### src/rtl/spi_slave_if_pkg.sv
// Shared SPI definitions: FSM state encoding and {CPOL,CPHA} mode constants,
// common to this responder and the AHB-side SPI master.
package spi_slave_if_pkg;

  typedef enum logic {
    ST_IDLE  = 1'b0,
    ST_SHIFT = 1'b1
  } spi_state_t;

  localparam logic [1:0] MODE0 = 2'b00;
  localparam logic [1:0] MODE1 = 2'b01;
  localparam logic [1:0] MODE2 = 2'b10;
  localparam logic [1:0] MODE3 = 2'b11;

  function automatic logic [1:0] spi_mode(input logic cpol, input logic cpha);
    return {cpol, cpha};
  endfunction

endpackage

### src/rtl/spi_slave_if_in_sync.sv
// Brings one asynchronous SPI pin into the HCLK domain through a flop chain
// and reports its settled level plus single-cycle rise/fall strobes.
module spi_in_sync #(
  parameter int   STAGES  = 2,
  parameter logic RST_VAL = 1'b0
) (
  input  logic HCLK,
  input  logic HRESETn,
  input  logic din,
  output logic level,
  output logic rise,
  output logic fall
);

  logic [STAGES-1:0] sync_reg;
  logic              hist_reg;

  generate
    for (genvar gi = 0; gi < STAGES; gi++) begin : g_stage
      if (gi == 0) begin : g_first
        always_ff @(posedge HCLK or negedge HRESETn) begin
          if (!HRESETn) sync_reg[gi] <= RST_VAL;
          else          sync_reg[gi] <= din;
        end
      end else begin : g_next
        always_ff @(posedge HCLK or negedge HRESETn) begin
          if (!HRESETn) sync_reg[gi] <= RST_VAL;
          else          sync_reg[gi] <= sync_reg[gi-1];
        end
      end
    end
  endgenerate

  always_ff @(posedge HCLK or negedge HRESETn) begin
    if (!HRESETn) hist_reg <= RST_VAL;
    else          hist_reg <= sync_reg[STAGES-1];
  end

  assign level = sync_reg[STAGES-1];
  assign rise  =  level & ~hist_reg;
  assign fall  = ~level &  hist_reg;

endmodule

### src/rtl/spi_slave_if.sv
// SPI responder: oversampled SCLK/SS/MOSI, MSB-first shifting in all four
// CPOL/CPHA modes, with valid/ready byte streams toward local logic.
module spi_slave_if
  import spi_slave_if_pkg::*;
#(
  parameter int                DATA_W      = 8,
  parameter int                SYNC_STAGES = 2,
  parameter logic [DATA_W-1:0] FILL_WORD   = 8'hFF
) (
  input  logic              HCLK,
  input  logic              HRESETn,
  input  logic              cpol_i,
  input  logic              cpha_i,
  input  logic              SPI_CLK_i,
  input  logic              SPI_SS_i,
  input  logic              SPI_MOSI_i,
  output logic              SPI_MISO_o,
  output logic              SPI_MISO_OE_o,
  input  logic [DATA_W-1:0] tx_data_i,
  input  logic              tx_valid_i,
  output logic              tx_ready_o,
  output logic [DATA_W-1:0] rx_data_o,
  output logic              rx_valid_o,
  input  logic              rx_ready_i,
  output logic              rx_overrun_o,
  output logic              tx_underrun_o,
  output logic              frame_abort_o,
  output logic              busy_o
);

  localparam int CNT_W = $clog2(DATA_W) + 1;

  logic sclk_level, sclk_rise, sclk_fall;
  logic ss_level, ss_rise, ss_fall;
  logic mosi_level, mosi_rise, mosi_fall;
  logic unused_sync;

  spi_in_sync #(.STAGES(SYNC_STAGES), .RST_VAL(1'b0)) u_sync_clk (
    .HCLK(HCLK), .HRESETn(HRESETn), .din(SPI_CLK_i),
    .level(sclk_level), .rise(sclk_rise), .fall(sclk_fall)
  );

  // SS idles high, so its chain resets high to avoid a false select after reset.
  spi_in_sync #(.STAGES(SYNC_STAGES), .RST_VAL(1'b1)) u_sync_ss (
    .HCLK(HCLK), .HRESETn(HRESETn), .din(SPI_SS_i),
    .level(ss_level), .rise(ss_rise), .fall(ss_fall)
  );

  spi_in_sync #(.STAGES(SYNC_STAGES), .RST_VAL(1'b0)) u_sync_mosi (
    .HCLK(HCLK), .HRESETn(HRESETn), .din(SPI_MOSI_i),
    .level(mosi_level), .rise(mosi_rise), .fall(mosi_fall)
  );

  assign unused_sync = ^{sclk_level, ss_level, mosi_rise, mosi_fall};

  spi_state_t        state_reg, state_next;
  logic [1:0]        mode_reg;
  logic [CNT_W-1:0]  bit_cnt_reg;
  logic              need_load_reg;
  logic [DATA_W-1:0] tx_shift_reg;
  logic [DATA_W-1:0] rx_shift_reg;
  logic [DATA_W-1:0] hold_reg;
  logic              hold_full_reg;
  logic [DATA_W-1:0] rx_data_reg;
  logic              rx_valid_reg;
  logic              overrun_reg, underrun_reg, abort_reg;

  logic cpol, cpha, lead_edge, trail_edge, sample_edge, drive_edge;
  logic load, do_sample, do_shift, word_done, abort, tx_write;

  assign cpol        = mode_reg[1];
  assign cpha        = mode_reg[0];
  assign lead_edge   = cpol ? sclk_fall : sclk_rise;
  assign trail_edge  = cpol ? sclk_rise : sclk_fall;
  assign sample_edge = cpha ? trail_edge : lead_edge;
  assign drive_edge  = cpha ? lead_edge  : trail_edge;
  assign tx_write    = tx_valid_i && !hold_full_reg;

  always_ff @(posedge HCLK or negedge HRESETn) begin
    if (!HRESETn) state_reg <= ST_IDLE;
    else          state_reg <= state_next;
  end

  always_comb begin
    state_next = state_reg;
    load       = 1'b0;
    do_sample  = 1'b0;
    do_shift   = 1'b0;
    word_done  = 1'b0;
    abort      = 1'b0;
    case (state_reg)
      ST_IDLE: begin
        if (ss_fall) begin
          state_next = ST_SHIFT;
          load       = 1'b1;
        end
      end
      ST_SHIFT: begin
        do_sample = sample_edge;
        word_done = sample_edge && (bit_cnt_reg == CNT_W'(DATA_W - 1));
        // With CPHA=1 the first leading edge of a frame only presents the MSB.
        if (drive_edge) begin
          if (need_load_reg)                     load     = 1'b1;
          else if (!(cpha && bit_cnt_reg == '0)) do_shift = 1'b1;
        end
        if (ss_rise) begin
          state_next = ST_IDLE;
          abort      = (bit_cnt_reg != '0) && !word_done;
        end
      end
      default: state_next = ST_IDLE;
    endcase
  end

  always_ff @(posedge HCLK or negedge HRESETn) begin
    if (!HRESETn) begin
      mode_reg      <= '0;
      bit_cnt_reg   <= '0;
      need_load_reg <= 1'b0;
      tx_shift_reg  <= FILL_WORD;
      rx_shift_reg  <= '0;
      hold_reg      <= '0;
      hold_full_reg <= 1'b0;
      rx_data_reg   <= '0;
      rx_valid_reg  <= 1'b0;
      overrun_reg   <= 1'b0;
      underrun_reg  <= 1'b0;
      abort_reg     <= 1'b0;
    end else begin
      if (state_reg == ST_IDLE) mode_reg <= spi_mode(cpol_i, cpha_i);

      if (state_reg == ST_IDLE || ss_rise) bit_cnt_reg <= '0;
      else if (word_done)                  bit_cnt_reg <= '0;
      else if (do_sample)                  bit_cnt_reg <= bit_cnt_reg + CNT_W'(1);

      if (state_reg == ST_IDLE || ss_rise) need_load_reg <= 1'b0;
      else if (word_done)                  need_load_reg <= 1'b1;
      else if (load)                       need_load_reg <= 1'b0;

      // A same-cycle write lands in the holding reg after the load has read it.
      if (load)          tx_shift_reg <= hold_full_reg ? hold_reg : FILL_WORD;
      else if (do_shift) tx_shift_reg <= {tx_shift_reg[DATA_W-2:0], 1'b0};
      underrun_reg <= load && !hold_full_reg;

      if (tx_write)  hold_reg      <= tx_data_i;
      if (tx_write)  hold_full_reg <= 1'b1;
      else if (load) hold_full_reg <= 1'b0;

      if (do_sample) rx_shift_reg <= {rx_shift_reg[DATA_W-2:0], mosi_level};

      if (word_done) begin
        rx_data_reg  <= {rx_shift_reg[DATA_W-2:0], mosi_level};
        rx_valid_reg <= 1'b1;
        overrun_reg  <= rx_valid_reg && !rx_ready_i;
      end else begin
        overrun_reg <= 1'b0;
        if (rx_valid_reg && rx_ready_i) rx_valid_reg <= 1'b0;
      end

      abort_reg <= abort;
    end
  end

  assign SPI_MISO_o    = tx_shift_reg[DATA_W-1];
  assign SPI_MISO_OE_o = (state_reg == ST_SHIFT);
  assign busy_o        = (state_reg == ST_SHIFT);
  assign tx_ready_o    = !hold_full_reg;
  assign rx_data_o     = rx_data_reg;
  assign rx_valid_o    = rx_valid_reg;
  assign rx_overrun_o  = overrun_reg;
  assign tx_underrun_o = underrun_reg;
  assign frame_abort_o = abort_reg;

endmodule

### config.mk
export PLATFORM = sky130hd
export DESIGN_NAME = spi_slave_if
export DESIGN_NICKNAME = d
export VERILOG_FILES = /design/src/rtl/spi_slave_if_pkg.sv /design/src/rtl/spi_slave_if_in_sync.sv /design/src/rtl/spi_slave_if.sv
export SDC_FILE = /design/constraint.sdc
export NUM_CORES = 1
export LEC_CHECK = 0
export ABC_AREA = 1
export CORE_MARGIN = 4
export CORE_UTILIZATION = 57
export DETAILED_ROUTE_END_ITERATION = 10
export GPL_TIMING_DRIVEN = 0
export PLACE_DENSITY = 0.79
export SLEW_MARGIN = 20
export SYNTH_ARGS = -nofsm -noshare
export SYNTH_HDL_FRONTEND = slang
export SYNTH_SLANG_ARGS = --single-unit
### constraint.sdc
create_clock -name HCLK -period 3.57 [get_ports HCLK]
set_input_delay 0.714 -clock HCLK [delete_from_list [all_inputs] [get_ports HCLK]]
set_output_delay 0.714 -clock HCLK [all_outputs]
set_load 0.1 [all_outputs]
Word level (Yosys, flattened, before mapping)
Index checks and enable logic that the tools add are counted.
- flip-flop bits (word level): 52
- bits of input ports: 17
- logic and storage cells: 81
- mux-type cells: 31
- equal/unequal tests: 1
- reductions and logical operators: 18
- $add $sub $neg: 1
- bitwise gates (word level): 9
- operator list (cell ; count):
    8-bit 2-to-1 mux ; 3
    1-bit 2-to-1 mux ; 23
    4-bit 2-to-1 mux ; 3
    1-bit logical AND ; 7
    2-bit nonzero test ; 3
    3-bit nonzero test ; 2
    1-bit inverter ; 5
    4-bit by 1-bit adder with 4-bit output, second input constant ; 1
    1-bit AND ; 4
    4-bit by 3-bit equality test with 1-bit output, second input constant ; 1
    4-bit logical NOT ; 1
    1-bit case mux with 2 select lines ; 2
    4-bit nonzero test ; 1
    1-bit logical NOT ; 3
    1-bit logical OR ; 1

Depth between registers and ports, before layout
- word-level depth: 9
- depth in mapped cells: 9

Cells and area by module
From an unflattened synthesis, not the netlist that was laid out.
- cell total of the unflattened synthesis: 243
- area total of the unflattened synthesis: 2338.5 µm²
- modules (own cells, without submodules) (module ; sequential area each (µm²) ; area an instance (µm²) ; instances ; cells each):
    spi_slave_if ; 1111.1 ; 2064.5 ; 1 ; 222
    spi_in_sync (u_sync_clk ...) ; 75.1 ; 90.1 ; 2 ; 7
    spi_in_sync (u_sync_ss) ; 78.8 ; 93.8 ; 1 ; 7

Worst setup path before layout
OpenSTA, ideal clock, no wires.
- path kind: register to output
- start: register state_reg (netlist: SPI_MISO_OE_o)
- end: output busy_o
- arrival: 1.387 ns
- path slack: 1.469 ns
- buffers on the path: 1
- cell stages (with the launch flop): 2
- path through: dfrtp_1 buf_4
- RTL lines (what ; line ; source):
    start, declared ; spi_slave_if.sv:56 ; spi_state_t state_reg, state_next;
    start signal, assigned ; spi_slave_if.sv:81 ; else state_reg <= state_next;
    end, declared ; spi_slave_if.sv:28 ; output logic busy_o
No word-level cell between the ends.

Final worst setup path
- start: register hold_full_reg
- end: output tx_ready_o
- cells in the longest elaborated chain, start to end: 1
- RTL lines (what ; line ; source):
    start, declared ; spi_slave_if.sv:63 ; logic hold_full_reg;
    start signal, assigned ; spi_slave_if.sv:123 ; hold_full_reg <= 1'b0;
    start signal, assigned ; spi_slave_if.sv:146 ; if (tx_write) hold_full_reg <= 1'b1;
    start signal, assigned ; spi_slave_if.sv:147 ; else if (load) hold_full_reg <= 1'b0;
    1-bit logical NOT ; spi_slave_if.sv:167 ; assign tx_ready_o = !hold_full_reg;
    end, declared ; spi_slave_if.sv:21 ; output logic tx_ready_o,
No other way between the ends.

==> impl_metrics.py <==
metrics = {
    "yosys": {
        "syn_inst": 222,
        "ys_async_sr_fraction": 1.00,
        "synth_warnings": 0,
        "synth-seq-cells": 52,
        "synth.cell_area_um2": 2220,
        "ys_seq_area_frac": 0.592,
        "synth_fp_nets": 241,
        "yosysUniqueCellTypes": 24,
        "syn_avg_cell_area_um2": 10.0,
        "synth-edff-count": 0,
        "ys.flop_type": "dfrtp_1",
    },
    "drt": {
        "first_pass_iters": 5,
        "viasPerCell": 5.24,
        "post_drt_wl_per_cell_um": 12.0,
        "finalWirelength_um": 3740,
        "postRouteAntennaNets": 0,
        "post-route-drc-count": 0,
        "route.vias.total": 1629,
        "dr.first_iter.drc_count": 79,
    },
    "sta": {
        "finClkSkew_ns": 0.00662,
        "worst_slew_pin_slew_ns": 0.974,
        "setup_viol": 0,
        "final_hold_viol_count": 0,
        "fin_setup_tns_ns": 0,
        "slew_viol_final": 0,
        "grt_setup_unrepaired": "false",
        "slew_headroom": 0.349,
        "min_period_ns": 2.94,
        "period_share": 0.822,
        "fmax_mhz": 341,
    },
    "pwr": {
        "powerDensity_nw_per_um2": 620,
        "p_comb_frac": 0.301,
        "p_clk_frac": 0.191,
        "netSwitchingFraction": 0.352,
        "switchingPower_uw": 588,
        "ir_worst_vdd_mv": 0.460,
        "intPower_uw": 1080,
        "seqPwrFrac": 0.508,
        "p_leak_uw": 0.00132,
    },
    "cts": {
        "clockBufferDepth": 2,
        "clkTransAtPathRegs_ns": 0.08,
        "cts_resized": 0,
        "cts_tree": "built",
        "cts_buffers": 5,
        "insertion_delay_ns": 0.30,
        "htree_levels": 2,
        "post_cts_buffers": 0,
        "cts_hold_buf": 0,
        "cts_root_buf": "clkbuf_8",
        "cts_sinks": 52,
    },
    "setup_path": {
        "cp-start-kind": "flop",
        "required_ns": 2.86,
        "worstPathArrival_ns": 2.22,
        "crit_type": "reg2out",
        "end_kind": "primary output",
        "critPathSlowestCell": "clkdlybuf4s50_1",
        "path_cells": "inv_1 -> clkbuf_1 -> clkdlybuf4s50_1",
        "critical_path.max_fanout": 10,
        "critPathMaxStageDelay_ns": 1.20,
    },
    "floorplanning": {
        "coreArea_um2": 3720,
        "rows": 22,
        "die-area_um2": 4960,
        "fp.dieW_um": 70.4,
        "initial_core_util": 0.597,
        "io_pins": 33,
        "die_h_um": 70.4,
    },
    "min_path": {
        "hold_path.class": "in2async",
    },
    "layout": {
        "num-nets-final": 281,
        "fillers": 314,
        "diodes": 0,
        "drive_above_1_share": 0.171,
        "syn_to_final_growth_pct": 21.6,
        "instances_no_fill": 311,
        "final_core_util": 0.727,
    },
    "global_routing": {
        "grt_max_degree": 34,
        "grt_pass1_wl_um": 6640,
        "grt_pass1_vias": 1538,
        "overflow": 0,
        "antenna_found_initial": 0,
        "grt_usage": 0.165,
    },
    "placed_design": {
        "dp_cells": 303,
        "gp_congestion": 0.858,
        "dpl.hpwl_um": 2830,
        "io_buffers": 32,
    },
    "run": {
        "maxCapViolations": 0,
    },
    "run_status": {
        "outcome": "completed",
    },
}
cells in the final DEF, fill, tap and decap left out, types with 3 or more instances in the layout:
cell type and count:
a21oi_1 4, buf_4 3, clkbuf_1 4, clkbuf_8 5, clkdlybuf4s50_1 31, dfrtp_1 41
dfstp_2 11, inv_1 16, mux2_2 8, nand2_1 55, nand3_1 30, nand3_2 3
nand4_1 9, nor2_1 8, o21ai_0 18
cell type report:
cell class	count	area (um2)	share of cell area
Buffer	8	60.1	0.0222
Tap cell	48	60.1	0.0222
Sequential cell	52	1320	0.487
Multi-Input combinational cell	144	777	0.288
Timing Repair Buffer	33	335	0.124
Inverter	18	67.6	0.0250
Clock buffer	6	72.6	0.0269
Clock inverter	2	12.5	0.00463
synthesized netlist by cell type, types with 2 or more instances:
library cell  instances  area (um2)
a21oi_1               4        20.0
buf_4                 3        22.5
clkbuf_1              3        11.3
dfrtp_1              41        1030
dfstp_2              11         289
ha_1                  2        25.0
inv_1                16        60.1
inv_2                 2        7.51
mux2_2                8        90.1
nand2_1              55         206
nand3_1              30         150
nand3_2               3        30.0
nand4_1               9        56.3
nor2_1                8        30.0
o21ai_0              18        90.1
through the flow:
stage,instance area [um2],power (uW),hold slack (ns),worst slack (ns)
final,2700,1670,0.353,0.634
after global routing,2700,1780,0.366,0.529
after CTS,2700,1690,0.358,0.621
after detailed placement,2620,1370,0.337,0.966
after global placement,2600,1350,0.335,0.330
after floorplan,2220,1230,0.331,1.47
per-layer routing:
| metal | vias up | track usage | wire length [um] |
|---|---|---|---|
| li1 | 815 | - | - |
| met1 | 776 | 0.207 | 1690 |
| met2 | 33 | 0.277 | 1820 |
| met3 | 5 | 0.0475 | 182 |
| met4 | 0 | 0.0447 | 44 |
| met5 | - | 0 | 0 |
critical path: cells and delay by family, from the launching register on:
kind,cells,cell delay (ns)
buf+inv,3,1.54
flops,1,0.38
logic make-up (layout without fill, tap and decap cells):
logic type | Yosys count | count (layout) | share of synthesized area
muxes | 8 | 8 | 0.0406
AOI/OAI and AO/OA | 23 | 23 | 0.0569
adders and majority gates | 2 | 2 | 0.0113
buffers and inverters | 26 | 67 | 0.0575
DFF | 52 | 52 | 0.592
and+or+nand+nor | 111 | 111 | 0.241
power groups by stage:
stage / Sequential [uW] / Combinational (uW) / Clock (uW)
global route: 870 / 555 / 352
global placement: 856 / 494 / 0
detailed placement: 860 / 511 / 0
finish: 850 / 504 / 319
CTS: 848 / 511 / 330
floorplan: 907 / 327 / 0
path summary, 6_finish.rpt:
kind	startpoint	endpoint	slack, ns	cells after the start
worst max-delay path	hold_full_reg	tx_ready_o	0.63	3
worst min-delay path	HRESETn	bit_cnt_reg[2]	0.35	1
worst max register to register	bit_cnt_reg[0]	tx_shift_reg[7]	2.11	9
worst min register to register	u_sync_mosi.sync_reg[0]	u_sync_mosi.level	0.35	0
max in group asynchronous	HRESETn	tx_shift_reg[7]	2.63	2
min in group HCLK	u_sync_mosi.sync_reg[0]	u_sync_mosi.level	0.35	0
No activity file was read; power rests on OpenSTA's default activity.
